===== src/rtl/tlb_op_sched_if.sv =====
// Handshake and strobe bundle between the WB-side TLB op issuer, the EXE s1
// requester and the TLB op scheduler.
interface tlb_op_sched_if #(
  parameter int IDXW = 4
);
  logic            op_valid;
  logic            op_ready;
  logic [2:0]      op_code;
  logic [4:0]      inv_op;
  logic [IDXW-1:0] csr_index;
  logic            flush;
  logic            exe_req;
  logic            exe_gnt;
  logic [1:0]      s1_owner;
  logic            tlbsrch_en;
  logic            tlbrd_we;
  logic            tlb_we;
  logic [IDXW-1:0] tlb_w_index;
  logic            invtlb_valid;
  logic [4:0]      invtlb_op_o;
  logic            busy;
  logic            done;
  logic            op_err;

  modport master (
    output op_valid, op_code, inv_op, csr_index, flush, exe_req,
    input  op_ready, exe_gnt, s1_owner, tlbsrch_en, tlbrd_we, tlb_we,
           tlb_w_index, invtlb_valid, invtlb_op_o, busy, done, op_err
  );

  modport slave (
    input  op_valid, op_code, inv_op, csr_index, flush, exe_req,
    output op_ready, exe_gnt, s1_owner, tlbsrch_en, tlbrd_we, tlb_we,
           tlb_w_index, invtlb_valid, invtlb_op_o, busy, done, op_err
  );
endinterface


===== src/rtl/tlb_op_sched.sv =====
// Sequences WB-issued TLB maintenance ops into one-cycle TLB/CSR strobes and
// arbitrates the shared s1 search port against EXE address translation.
module tlb_op_sched #(
  parameter int         TLBNUM    = 16,
  parameter int         IDXW      = $clog2(TLBNUM),
  parameter logic [7:0] LFSR_SEED = 8'hA5
) (
  input  logic                clk,
  input  logic                reset,
  tlb_op_sched_if.slave       bus
);

  typedef enum logic [2:0] {
    IDLE  = 3'd0,
    SRCH  = 3'd1,
    READ  = 3'd2,
    WRITE = 3'd3,
    INV   = 3'd4,
    DONE  = 3'd5
  } state_t;

  localparam logic [2:0] OP_SRCH = 3'd0;
  localparam logic [2:0] OP_RD   = 3'd1;
  localparam logic [2:0] OP_WR   = 3'd2;
  localparam logic [2:0] OP_FILL = 3'd3;
  localparam logic [2:0] OP_INV  = 3'd4;

  state_t          state_reg, state_next;
  logic [7:0]      lfsr_reg, lfsr_next;
  logic            err_reg, err_next;
  logic [IDXW-1:0] w_index_reg;
  logic [4:0]      inv_op_reg;
  logic            accept;
  logic [1:0]      s1_owner_w;

  assign accept    = bus.op_valid && bus.op_ready;
  assign lfsr_next = {lfsr_reg[6:0], lfsr_reg[7] ^ lfsr_reg[5] ^ lfsr_reg[4] ^ lfsr_reg[3]};

  always_ff @(posedge clk) begin
    if (reset) begin
      state_reg   <= IDLE;
      lfsr_reg    <= LFSR_SEED;
      err_reg     <= 1'b0;
      w_index_reg <= '0;
      inv_op_reg  <= '0;
    end else begin
      state_reg <= state_next;
      lfsr_reg  <= lfsr_next;
      err_reg   <= err_next;
      if (accept) begin
        inv_op_reg  <= bus.inv_op;
        // fill index is the LFSR value seen on the accept edge, i.e. as WRITE is entered
        w_index_reg <= (bus.op_code == OP_FILL) ? lfsr_reg[IDXW-1:0] : bus.csr_index;
      end
    end
  end

  always_comb begin
    state_next = state_reg;
    err_next   = err_reg;
    case (state_reg)
      IDLE: begin
        if (accept) begin
          err_next = 1'b0;
          case (bus.op_code)
            OP_SRCH:       state_next = SRCH;
            OP_RD:         state_next = READ;
            OP_WR, OP_FILL: state_next = WRITE;
            OP_INV: begin
              if (bus.inv_op <= 5'd6) begin
                state_next = INV;
              end else begin
                state_next = DONE;
                err_next   = 1'b1;
              end
            end
            default: begin
              state_next = DONE;
              err_next   = 1'b1;
            end
          endcase
        end
      end
      SRCH, READ, WRITE, INV: state_next = DONE;
      DONE:    state_next = IDLE;
      default: state_next = IDLE;
    endcase
  end

  // Moore decode: strobes are one-hot by construction since each maps to one state.
  always_comb begin
    s1_owner_w       = 2'd0;
    bus.tlbsrch_en   = 1'b0;
    bus.tlbrd_we     = 1'b0;
    bus.tlb_we       = 1'b0;
    bus.invtlb_valid = 1'b0;
    bus.done         = 1'b0;
    case (state_reg)
      SRCH: begin
        s1_owner_w     = 2'd1;
        bus.tlbsrch_en = 1'b1;
      end
      READ:  bus.tlbrd_we = 1'b1;
      WRITE: bus.tlb_we   = 1'b1;
      INV: begin
        s1_owner_w       = 2'd2;
        bus.invtlb_valid = 1'b1;
      end
      DONE:    bus.done = 1'b1;
      default: ;
    endcase
  end

  assign bus.s1_owner    = s1_owner_w;
  assign bus.exe_gnt     = bus.exe_req && (s1_owner_w == 2'd0);
  assign bus.op_ready    = (state_reg == IDLE) && !bus.flush && !reset;
  assign bus.busy        = (state_reg != IDLE);
  assign bus.op_err      = bus.done && err_reg;
  assign bus.tlb_w_index = w_index_reg;
  assign bus.invtlb_op_o = inv_op_reg;

endmodule


===== src/flat_wrapper.sv =====
// flat-port wrapper written by rule: the top's interface ports become plain ports
module tlb_op_sched_flat 
#(
  parameter int         TLBNUM    = 16,
  parameter int         IDXW      = $clog2(TLBNUM),
  parameter logic [7:0] LFSR_SEED = 8'hA5
)
  (clk, reset, bus_op_valid, bus_op_code, bus_inv_op, bus_csr_index, bus_flush, bus_exe_req, bus_op_ready, bus_exe_gnt, bus_s1_owner, bus_tlbsrch_en, bus_tlbrd_we, bus_tlb_we, bus_tlb_w_index, bus_invtlb_valid, bus_invtlb_op_o, bus_busy, bus_done, bus_op_err);
  tlb_op_sched_if #(.IDXW(IDXW)) bus_i ();
  input  logic clk;
  input  logic reset;
  input wire logic [$bits(bus_i.op_valid)-1:0] bus_op_valid;
  input wire logic [$bits(bus_i.op_code)-1:0] bus_op_code;
  input wire logic [$bits(bus_i.inv_op)-1:0] bus_inv_op;
  input wire logic [$bits(bus_i.csr_index)-1:0] bus_csr_index;
  input wire logic [$bits(bus_i.flush)-1:0] bus_flush;
  input wire logic [$bits(bus_i.exe_req)-1:0] bus_exe_req;
  output wire logic [$bits(bus_i.op_ready)-1:0] bus_op_ready;
  output wire logic [$bits(bus_i.exe_gnt)-1:0] bus_exe_gnt;
  output wire logic [$bits(bus_i.s1_owner)-1:0] bus_s1_owner;
  output wire logic [$bits(bus_i.tlbsrch_en)-1:0] bus_tlbsrch_en;
  output wire logic [$bits(bus_i.tlbrd_we)-1:0] bus_tlbrd_we;
  output wire logic [$bits(bus_i.tlb_we)-1:0] bus_tlb_we;
  output wire logic [$bits(bus_i.tlb_w_index)-1:0] bus_tlb_w_index;
  output wire logic [$bits(bus_i.invtlb_valid)-1:0] bus_invtlb_valid;
  output wire logic [$bits(bus_i.invtlb_op_o)-1:0] bus_invtlb_op_o;
  output wire logic [$bits(bus_i.busy)-1:0] bus_busy;
  output wire logic [$bits(bus_i.done)-1:0] bus_done;
  output wire logic [$bits(bus_i.op_err)-1:0] bus_op_err;
  assign bus_i.op_valid = bus_op_valid;
  assign bus_i.op_code = bus_op_code;
  assign bus_i.inv_op = bus_inv_op;
  assign bus_i.csr_index = bus_csr_index;
  assign bus_i.flush = bus_flush;
  assign bus_i.exe_req = bus_exe_req;
  assign bus_op_ready = bus_i.op_ready;
  assign bus_exe_gnt = bus_i.exe_gnt;
  assign bus_s1_owner = bus_i.s1_owner;
  assign bus_tlbsrch_en = bus_i.tlbsrch_en;
  assign bus_tlbrd_we = bus_i.tlbrd_we;
  assign bus_tlb_we = bus_i.tlb_we;
  assign bus_tlb_w_index = bus_i.tlb_w_index;
  assign bus_invtlb_valid = bus_i.invtlb_valid;
  assign bus_invtlb_op_o = bus_i.invtlb_op_o;
  assign bus_busy = bus_i.busy;
  assign bus_done = bus_i.done;
  assign bus_op_err = bus_i.op_err;
  tlb_op_sched #(.TLBNUM(TLBNUM), .IDXW(IDXW), .LFSR_SEED(LFSR_SEED)) u_core (.clk(clk), .reset(reset), .bus(bus_i));
endmodule

===== config.mk =====
export PLATFORM = sky130hd
export DESIGN_NAME = tlb_op_sched_flat
export DESIGN_NICKNAME = d
export VERILOG_FILES = /design/src/rtl/tlb_op_sched_if.sv /design/src/rtl/tlb_op_sched.sv /design/src/flat_wrapper.sv
export SDC_FILE = /design/constraint.sdc
export NUM_CORES = 1
export LEC_CHECK = 0
export CORE_MARGIN = 3
export CORE_UTILIZATION = 35
export CTS_CLUSTER_DIAMETER = 50
export DETAILED_ROUTE_END_ITERATION = 7
export GPL_TIMING_DRIVEN = 0
export PLACE_DENSITY = 0.74
export SYNTH_ARGS = -nofsm -noshare
export SYNTH_HDL_FRONTEND = slang
export SYNTH_SLANG_ARGS = --single-unit

===== constraint.sdc =====
create_clock -name clk -period 2.5 [get_ports clk]
set_input_delay 0.25 -clock clk [delete_from_list [all_inputs] [get_ports clk]]
set_output_delay 0.25 -clock clk [all_outputs]
set_load 0.005 [all_outputs]

## After elaboration in Yosys (flattened, before gate mapping)

Cells that the tools add are included.

- Word-level logic and storage cells: 47
- Input bits: 17
- Bits in registers: 21

- Eq/ne operators: 10
- Multiplexer cells: 13
- Reduce and logical (&&, ||, !) cells: 15
- Magnitude comparators: 1
- Bitwise gates (word level): 3

Operators with widths:

| kind | count |
|---|---|
| equality test 3 x 2 -> 1 bit, second input constant | 4 |
| case mux 3 bit (4 select lines) | 1 |
| equality test 3 bit, second input constant | 3 |
| OR reduction 4 bit | 2 |
| 2-to-1 mux 1 bit | 7 |
| equality test 3 x 1 -> 1 bit, second input constant | 2 |
| logical NOT 3 bit | 2 |
| case mux 3 bit (2 select lines) | 1 |
| less-or-equal comparator 5 x 3 -> 1 bit, second input constant | 1 |
| logical AND 1 bit | 5 |
| 2-to-1 mux 4 bit | 1 |
| case mux 2 bit (2 select lines) | 1 |
| 2-to-1 mux 3 bit | 1 |
| nonzero test 3 bit | 1 |
| bitwise XOR 1 bit | 3 |
| logical NOT 1 bit | 2 |
| logical NOT 2 bit | 1 |
| != test 2 x 1 -> 1 bit, second input constant | 1 |
| case mux 1 bit (2 select lines) | 1 |
| AND reduction 2 bit | 1 |
| OR reduction 2 bit | 1 |

## Depth between registers and ports, before layout

Gate-level depths: netlist of the first run.

- Depth in word-level cells: 6
- Gate-level depth with buffers: 6

## Least setup slack after synthesis of the first run

OpenSTA, ideal clock, no wires.

- Path type: flip-flop to output port
- Start: reg u_core.state_reg[1]
- End: out bus_op_ready
- Path buffers: 2
- Setup slack: 1.248 ns
- Required time: 2.250 ns
- Arrival time: 1.002 ns
- Cell stages (with the launch flop): 6
- Cells stage by stage: dfxtp_1 -> buf_2 -> nor3_4 -> inv_2 -> buf_6 -> nor3_1

- Word-level cells in the longest chain between the ends: 3

RTL lines:

| what | line | text |
|---|---|---|
| start: declaration | tlb_op_sched.sv:28 | `state_t state_reg, state_next;` |
| start signal: assignment | tlb_op_sched.sv:47 | `state_reg <= state_next;` |
| logical NOT 3 bit | tlb_op_sched.sv:116 | `assign bus.op_ready = (state_reg == IDLE) && !bus.flush && !reset;` |
| logical AND 1 bit (2 in series) | tlb_op_sched.sv:116 |  |
| end: declaration | flat_wrapper.sv:18 | `output wire logic [$bits(bus_i.op_ready)-1:0] bus_op_ready;` |

Every way passes these cells.

## Worst setup path in the final report of the first run

- Start: in reset
- End: out bus_op_ready

- Word-level cells in the longest chain between the ends: 2

RTL lines:

| what | line | text |
|---|---|---|
| start: declaration | flat_wrapper.sv:11 | `input logic reset;` |
| logical NOT 1 bit | tlb_op_sched.sv:116 |  |
| logical AND 1 bit | tlb_op_sched.sv:116 |  |

Every way passes these cells.

==> out/qor.txt, run 1 <==
Fin cells: 170
Post-layout util: 0.547
Sum of negative setup slack: 0 ns
Site Rows: 18
Port bufs: 36
Post-synth top cells: dfxtp_1 (21), a21oi_1 (9), o21ai_0 (6)
Vias in the first global route: 846
Sequential element share of the synthesized area: 0.425
Unrepaired setup endpoints after global routing: no
Cells after Synth: 100
Area grow syn2layout: 43.2%
Net Sw Frac: 0.286
WP data arrival: 2.14 ns
Maximum clock rate: 0.418 GHz
Worst-margin pin slew: 0.594 ns
Initial antenna violation count: 0
Wire per inst: 14.2 um
DP Wirelength: 1.82 mm
CTS resizes: 0
Final #Nets: 158
Metal-1 WL: 1.04 mm
Max-capacitance violation count: 0
CP startpoint kind: input pin
Largest net degree at the start of global routing: 14
Detailed Route WL: 2.41 mm
Hold path endpoint: u_core.lfsr_reg[7]
Final Slew Violations: 0
First-pass GRT wire length: 3.89 mm
Crit path capture type: primary output
RR Endpoint: u_core.bus.tlb_w_index[3]
Slew margin rel.: 0.602
Die Ht: 59.2 um
Starting DRT DRC Count: 14
Cells after DPL: 166
Clk Latency, worst-skew pair: 0.30 ns
Yosys Warn Count: 0
Netlist cell types: 33
Total GRT Usage: 0.146
P_sw: 0.000221 W
Crit Path Class: input pin to primary output
Met2 WL post-DR: 1.19 mm
Min-delay src: u_core.lfsr_reg[6]
Reg2reg start: u_core.state_reg[1]
CTS tree: done
Critical path peak fanout: 10
Crit path max-delay family: buffers and inverters
Post-synth EDFFs: 0
Post-CTS setup buffer count: 0
Max VDD drop: 392 uV
Asr flop ratio synth: 0
Cts bufs inserted: 3
Pre-CTS setup slack: 0.138 ns
Slowest cell delay on critical path: 0.55 ns
Tmin final: 2.39 ns
Share of cells above drive strength 1: 0.157
DR DRC count: 0
CP max-delay cell: clkdlybuf4s50_1
Ports: 37
Slack of the critical path: 0.109 ns
Synth top area share: 0.425
Period utilization: 0.957
GRT overflow: 0
FF+latch count, synth: 21
Lkg Pwr: 0.535 nW
# hold bufs at CTS: 0
Final setup fails: 0
Sequential share of power: 0.480
Vias/cell: 5.00
Root Buffer: clkbuf_4
Clock sinks: 21
Hold Path Stages: 1
Internal: 0.000552 W
Die area: 0.00350 mm2
Power per Cell Area: 545 mW/mm2
Starting Density: 0.382
Synth area leader: dfxtp_1
TritonRoute pass-1 iters: 4
Post-route ant nets: 0
R2R cell count: 5
Ant. Diodes: 0
DR top layer: met4
Core area: 0.00259 mm2
Critical path cell sequence: clkdlybuf4s50_1, clkbuf_1, clkbuf_1, nor3_1, clkdlybuf4s50_1
Synth Flop Type: dfxtp_1
Bufs and invs on worst path: 4
Combinational power share: 0.305
Fill cells: 252
Most common cell in the synthesized netlist: dfxtp_1
Setup Skew: 0.00497 ns
Reg2Reg Setup Slack: 1.17 ns
Clock power share: 0.215
Hold Crit Class: flip-flop to flip-flop
Avg Cell Area, Syn: 9.90 um2
Top cells by area, synth: dfxtp_1 (42%), mux2i_1 (5.1%), a21oi_1 (4.6%)
Outcome: completed
GPL Wtd Cong: 0.757
Vias after detailed routing: 850
Final hold violations: 0
Metal3 WL: 172 um
Synth Cell Area: 990 um2
Syn Nets: 117
Max FFs per register: 8
CTS H-tree lvls: 1
Clock Tree Buf Depth: 2
Die W: 59.2 um
Worst Path Required: 2.25 ns
Clk pin slew, worst setup/hold paths: 0.12 ns
==> worst max path at each step <==
stage | from | to | cells after the start | slack [ns]
3_3_place_gp | reset | bus_op_ready | 5 | 0.18
6_report | reset | bus_op_ready | 5 | 0.11
3_5_place_dp | reset | bus_op_ready | 5 | 0.14
5_1_grt | reset | bus_op_ready | 5 | 0.007
2_1_floorplan | u_core.state_reg[1] | bus_op_ready | 5 | 1.25
4_1_cts | reset | bus_op_ready | 5 | 0.14
==> through the flow <==
step	hold slack (ns)	power (W)	cell area, um2
2_1_floorplan	0.321	0.000508	990
4_1_cts	0.431	0.000783	1420
6_report	0.429	0.000773	1420
5_1_grt	0.468	0.000818	1420
3_5_place_dp	0.396	0.000613	1390
3_3_place_gp	0.395	0.000608	1390
==> worst reg2reg max path, cell delays in order, from the launching register on <==
cell	delay (ns)
dfxtp_1	0.31
buf_2	0.17
nor3_4	0.23
buf_4	0.21
a21oi_1	0.09
a211oi_1	0.24
==> cell type report <==
type,instances,area [um2],share of cell area
Buffer,9,60.1,0.0424
Clock buffer,3,22.5,0.0159
Clock inverter,1,7.51,0.00530
Inverter,1,3.75,0.00265
Multi-Input combinational cell,69,505,0.357
Sequential cell,21,420,0.297
Tap cell,30,37.5,0.0265
Timing Repair Buffer,36,360,0.254
==> cells in the final DEF, fill, tap and decap left out, types with 2 or more instances in the layout <==
master / synthesis / final
a211oi_1: 4 / 4
a21oi_1: 9 / 9
and3b_1: 2 / 2
buf_2: 3 / 3
buf_4: 2 / 2
buf_6: 2 / 2
clkbuf_1: 2 / 2
clkbuf_4: 0 / 3
clkdlybuf4s50_1: 0 / 36
dfxtp_1: 21 / 21
mux2i_1: 5 / 5
nand2b_1: 3 / 3
nand3_1: 5 / 5
nor2_1: 4 / 4
nor2b_1: 4 / 4
nor3b_1: 4 / 4
o21a_1: 3 / 3
o21ai_0: 6 / 6
or2_2: 3 / 3
xnor2_1: 2 / 2
xor2_1: 2 / 2
==> power by group through the flow <==
stage          Clock, W  Combinational, W  Sequential, W
2_1_floorplan         0          0.000131       0.000376
3_3_place_gp          0          0.000229       0.000378
3_5_place_dp          0          0.000234       0.000379
4_1_cts        0.000175          0.000236       0.000372
5_1_grt        0.000188          0.000255       0.000375
6_report       0.000166          0.000235       0.000371
==> logic make-up after synthesis <==
kind of cell / Yosys count / synth area share
simple gates: 36 / 0.274
compound gates: 24 / 0.150
flops: 21 / 0.425
buf+inv: 10 / 0.0645
mux: 5 / 0.0506
xor+xnor: 4 / 0.0354
==> per-layer routing <==
layer	GRT usage	vias up
met3	0.0436	2
met1	0.188	385
li1	-	431
met2	0.243	32
met4	0.0291	0
met5	0	-
(Power assumes the default switching activity.)
==> inputs of run 2 (changes only) <==
CORE_ASPECT_RATIO = 0.6   (was default)
==> run 2 against run 1 <==
Sequential share of layout area decreased by 0.39 points. Total power up 6.5%. Wire length fell by 7.7%. Register-to-register slack about the same. Global-route usage shrank 0.63 points. Die area up 0.60%. Design area rose by 1.3%.
==> out/qor.txt, run 2 (synthesized netlist as in run 1, its figures left out) <==
Crit Path Class: input pin to primary output
Slowest cell delay on critical path: 0.56 ns
Setup Skew: 0.000856 ns
Slew margin rel.: 0.628
Multi-input gate area: 505 um2
Most common cell after layout, fill and taps aside: clkdlybuf4s50_1
CP max-delay cell: clkdlybuf4s50_1
Commonest non-fill, non-tap cells in the layout: clkdlybuf4s50_1 (36), dfxtp_1 (21), a21oi_1 (9)
Crit path capture type: primary output
Worst Path Required: 2.25 ns
Area grow syn2layout: 45.1%
Crit path max-delay family: buffers and inverters
Maximum clock rate: 0.423 GHz
Port bufs: 36
Storage cell area: 420 um2
DR DRC count: 0
R2R cell count: 6
Most used routing layer in global routing: met2
Critical path cell sequence: clkdlybuf4s50_1, clkbuf_1, clkbuf_1, nor3_1, clkdlybuf4s50_1
Cts bufs inserted: 3
Initial antenna violation count: 0
Reg2Reg Setup Slack: 1.18 ns
Pre-CTS setup slack: 0.156 ns
Clk Latency, worst-skew pair: 0.26 ns
Sum of negative setup slack: 0 ns
Post-CTS setup buffer count: 0
Core area: 0.00259 mm2
Hold Crit Class: flip-flop to flip-flop
Share of cells above drive strength 1: 0.157
Vias after detailed routing: 848
CP startpoint kind: input pin
Vias in the first global route: 790
Starting DRT DRC Count: 37
Ant. Diodes: 0
Unrepaired setup endpoints after global routing: no
Outcome: completed
Clock sinks: 21
Root Buffer: clkbuf_8
Routing usage on met1: 0.184
Site Rows: 14
Ports: 37
Max-capacitance violation count: 0
Slack of the critical path: 0.136 ns
Clk pin slew, worst setup/hold paths: 0.07 ns
Vias/cell: 4.93
Die Ht: 47.2 um
CTS H-tree lvls: 1
Total GRT Usage: 0.140
Die area: 0.00352 mm2
Wire per inst: 12.9 um
Max FFs per register: 8
CTS resizes: 0
WP depth: 5
GRT overflow: 0
Met2 GRT Util: 0.218
Post-route ant nets: 0
Met3 Usage GRT: 0.0641
WP data arrival: 2.11 ns
Fill cells: 227
Detailed Route WL: 2.23 mm
GPL Wtd Cong: 0.835
Bufs and invs on worst path: 4
Clock Tree Buf Depth: 2
Hold Path Stages: 1
CTS tree: done
Critical path peak fanout: 10
Tmin final: 2.36 ns
Starting Density: 0.382
Max VDD drop: 311 uV
Final #Nets: 158
# hold bufs at CTS: 0
Final Slew Violations: 0
Lkg Pwr: 0.547 nW
Largest net degree at the start of global routing: 13
Period utilization: 0.946
DP Wirelength: 1.76 mm
Final setup fails: 0
First-pass GRT wire length: 3.68 mm
Die W: 74.7 um
Worst-margin pin slew: 0.555 ns
TritonRoute pass-1 iters: 4
Power per Cell Area: 573 mW/mm2
Final hold violations: 0
run 2: layout make-up:
cell class | count | share of cell area
clock inverter | 1 | 0.00348
clock buffer | 3 | 0.0287
tap | 32 | 0.0279
timing repair buffer | 36 | 0.251
multi-input combinational | 69 | 0.352
inverter | 1 | 0.00261
buffer | 9 | 0.0418
sequential | 21 | 0.293
run 2: metrics by stage:
stage | total power [W] | hold slack (ns) | instance area [um2] | cells | util
4_1_cts | 0.000833 | 0.422 | 1440 | 172 | 0.554
3_5_place_dp | 0.000611 | 0.405 | 1390 | 168 | 0.536
6_report | 0.000823 | 0.419 | 1440 | 172 | 0.554
3_3_place_gp | 0.000605 | 0.392 | 1390 | 168 | 0.536
2_1_floorplan | 0.000508 | 0.321 | 990 | 100 | -
5_1_grt | 0.000870 | 0.428 | 1440 | 172 | 0.554
run 2: where the power goes:
part / switching [W] / internal [W]
clock network: 0.000108 / 0.000111
logic: 0.000102 / 0.000131
registers: 0.0000110 / 0.000359
run 2: per-layer routing:
| metal | up-vias | part of all wire |
|---|---|---|
| met4 | 0 | 0 |
| met2 | 27 | 0.43 |
| met3 | 0 | 0.075 |
| li1 | 430 | - |
| met5 | - | 0 |
| met1 | 391 | 0.50 |
run 2: path summary, 6_finish.rpt:
kind                             from                         to
hold reg to reg    u_core.lfsr_reg[6]         u_core.lfsr_reg[7]
setup / recovery                reset               bus_op_ready
hold / removal     u_core.lfsr_reg[6]         u_core.lfsr_reg[7]
setup reg to reg  u_core.state_reg[1]  u_core.bus.invtlb_op_o[1]
==> inputs of run 3 (changes only) <==
CAP_MARGIN = 15   (was default)
CORE_ASPECT_RATIO = default   (was 0.6)
CORE_UTILIZATION = 46   (was 35)
PLACE_DENSITY = 0.91   (was 0.74)
SLEW_MARGIN = 20   (was default)
==> run 3 against run 2 <==
Utilization increased by 15 points. Fmax about the same. Wire length increased by 11%. Design area decreased by 1.8%. Sequential power about the same. Clock power decreased by 26%.
==> out/qor.txt, run 3 (synthesized netlist as in run 1, its figures left out) <==
Outcome: completed
Period utilization: 0.945
Die area: 0.00274 mm2
Storage cell area: 420 um2
Final #Nets: 158
GRT overflow: 0
Die Ht: 52.4 um
Area grow syn2layout: 42.5%
Clk Latency, worst-skew pair: 0.30 ns
Dpl cell area: 0.00138 mm2
Multi-input gate area: 505 um2
Share of cells above drive strength 1: 0.150
Crit Path Class: input pin to primary output
GPL Wtd Cong: 0.877
Critical path cell sequence: clkdlybuf4s50_1, clkbuf_1, clkbuf_1, nor3_1, clkdlybuf4s50_1
Final setup fails: 0
Max VDD drop: 450 uV
Tmin final: 2.36 ns
# hold bufs at CTS: 0
First-pass GRT wire length: 4.04 mm
Commonest non-fill, non-tap cells in the layout: clkdlybuf4s50_1 (36), dfxtp_1 (21), a21oi_1 (9)
Final Slew Violations: 0
Ant. Diodes: 0
Critical path peak fanout: 10
Core area: 0.00200 mm2
Port bufs: 36
Starting DRT DRC Count: 5
Maximum clock rate: 0.423 GHz
Starting Density: 0.494
Lkg Pwr: 0.536 nW
Wire per inst: 14.8 um
Power per Cell Area: 545 mW/mm2
Unrepaired setup endpoints after global routing: no
Initial antenna violation count: 0
Max-capacitance violation count: 0
Slew margin rel.: 0.597
Hold Crit Class: flip-flop to flip-flop
Max FFs per register: 8
DP Wirelength: 1.88 mm
Post-layout instance area: 0.00141 mm2
CP max-delay cell: clkdlybuf4s50_1
Site Rows: 16
CP startpoint kind: input pin
Largest net degree at the start of global routing: 12
DR DRC count: 0
Reg2Reg Setup Slack: 1.11 ns
Final hold violations: 0
TritonRoute pass-1 iters: 4
Most common cell after layout, fill and taps aside: clkdlybuf4s50_1
CTS H-tree lvls: 1
Detailed Route WL: 2.47 mm
CTS tree: done
Vias after detailed routing: 886
Total GRT Usage: 0.201
Setup Skew: 0.00365 ns
Ports: 37
Worst Path Required: 2.25 ns
CTS resizes: 0
Die W: 52.4 um
WP data arrival: 2.11 ns
Sum of negative setup slack: 0 ns
Clock Tree Buf Depth: 2
Slowest cell delay on critical path: 0.55 ns
Vias/cell: 5.31
Cts bufs inserted: 3
Worst-margin pin slew: 0.601 ns
Crit path capture type: primary output
Post-CTS setup buffer count: 0
Post-route ant nets: 0
Clock sinks: 21
Hold Slack: 0.431 ns
Vias in the first global route: 904
Root Buffer: clkbuf_4
Fill cells: 161
Clk pin slew, worst setup/hold paths: 0.11 ns
run 3: path summary, 6_finish.rpt:
| check | endpoint | cells after the start | start |
|---|---|---|---|
| hold / removal | u_core.lfsr_reg[7] | 1 | u_core.lfsr_reg[6] |
| setup reg to reg | u_core.bus.invtlb_op_o[1] | 6 | u_core.state_reg[1] |
| setup / recovery | bus_op_ready | 5 | reset |
| hold reg to reg | u_core.lfsr_reg[7] | 1 | u_core.lfsr_reg[6] |
run 3: routing by layer:
layer / GRT usage / up-vias / wire length (um)
li1: - / 434 / -
met1: 0.224 / 416 / 985
met2: 0.368 / 30 / 1310
met3: 0.0598 / 6 / 138
met4: 0.0511 / 0 / 36
met5: 0 / - / 0
run 3: through the flow:
stage               utilization  cells  setup WS (ns)  total power, W
floorplan                     -    100           1.25        0.000508
detailed placement        0.691    163          0.133        0.000614
CTS                       0.704    167          0.116        0.000773
global route              0.704    167        0.00830        0.000807
global placement          0.691    163          0.182        0.000604
finish                    0.704    167          0.137        0.000768
run 3: cell type report:
| type | instances | share of cell area |
|---|---|---|
| Tap cell | 27 | 0.0240 |
| Clock buffer | 4 | 0.0186 |
| Sequential cell | 21 | 0.298 |
| Inverter | 1 | 0.00266 |
| Timing Repair Buffer | 36 | 0.256 |
| Multi-Input combinational cell | 69 | 0.358 |
| Buffer | 9 | 0.0426 |
run 3: critical path, delay by kind of cell:
| family | cells | cell delay, ns |
|---|---|---|
| AND/OR/NAND/NOR | 1 | 0.10 |
| buffers and inverters | 4 | 1.76 |
run 3: power breakdown:
part / leakage [nW] / total [W] / internal [W] / switching [W]
clock network: 0.0150 / 0.000161 / 0.0000623 / 0.0000988
registers: 0.173 / 0.000371 / 0.000359 / 0.0000117
logic: 0.348 / 0.000236 / 0.000132 / 0.000105
total: 0.536 / 0.000768 / 0.000553 / 0.000215
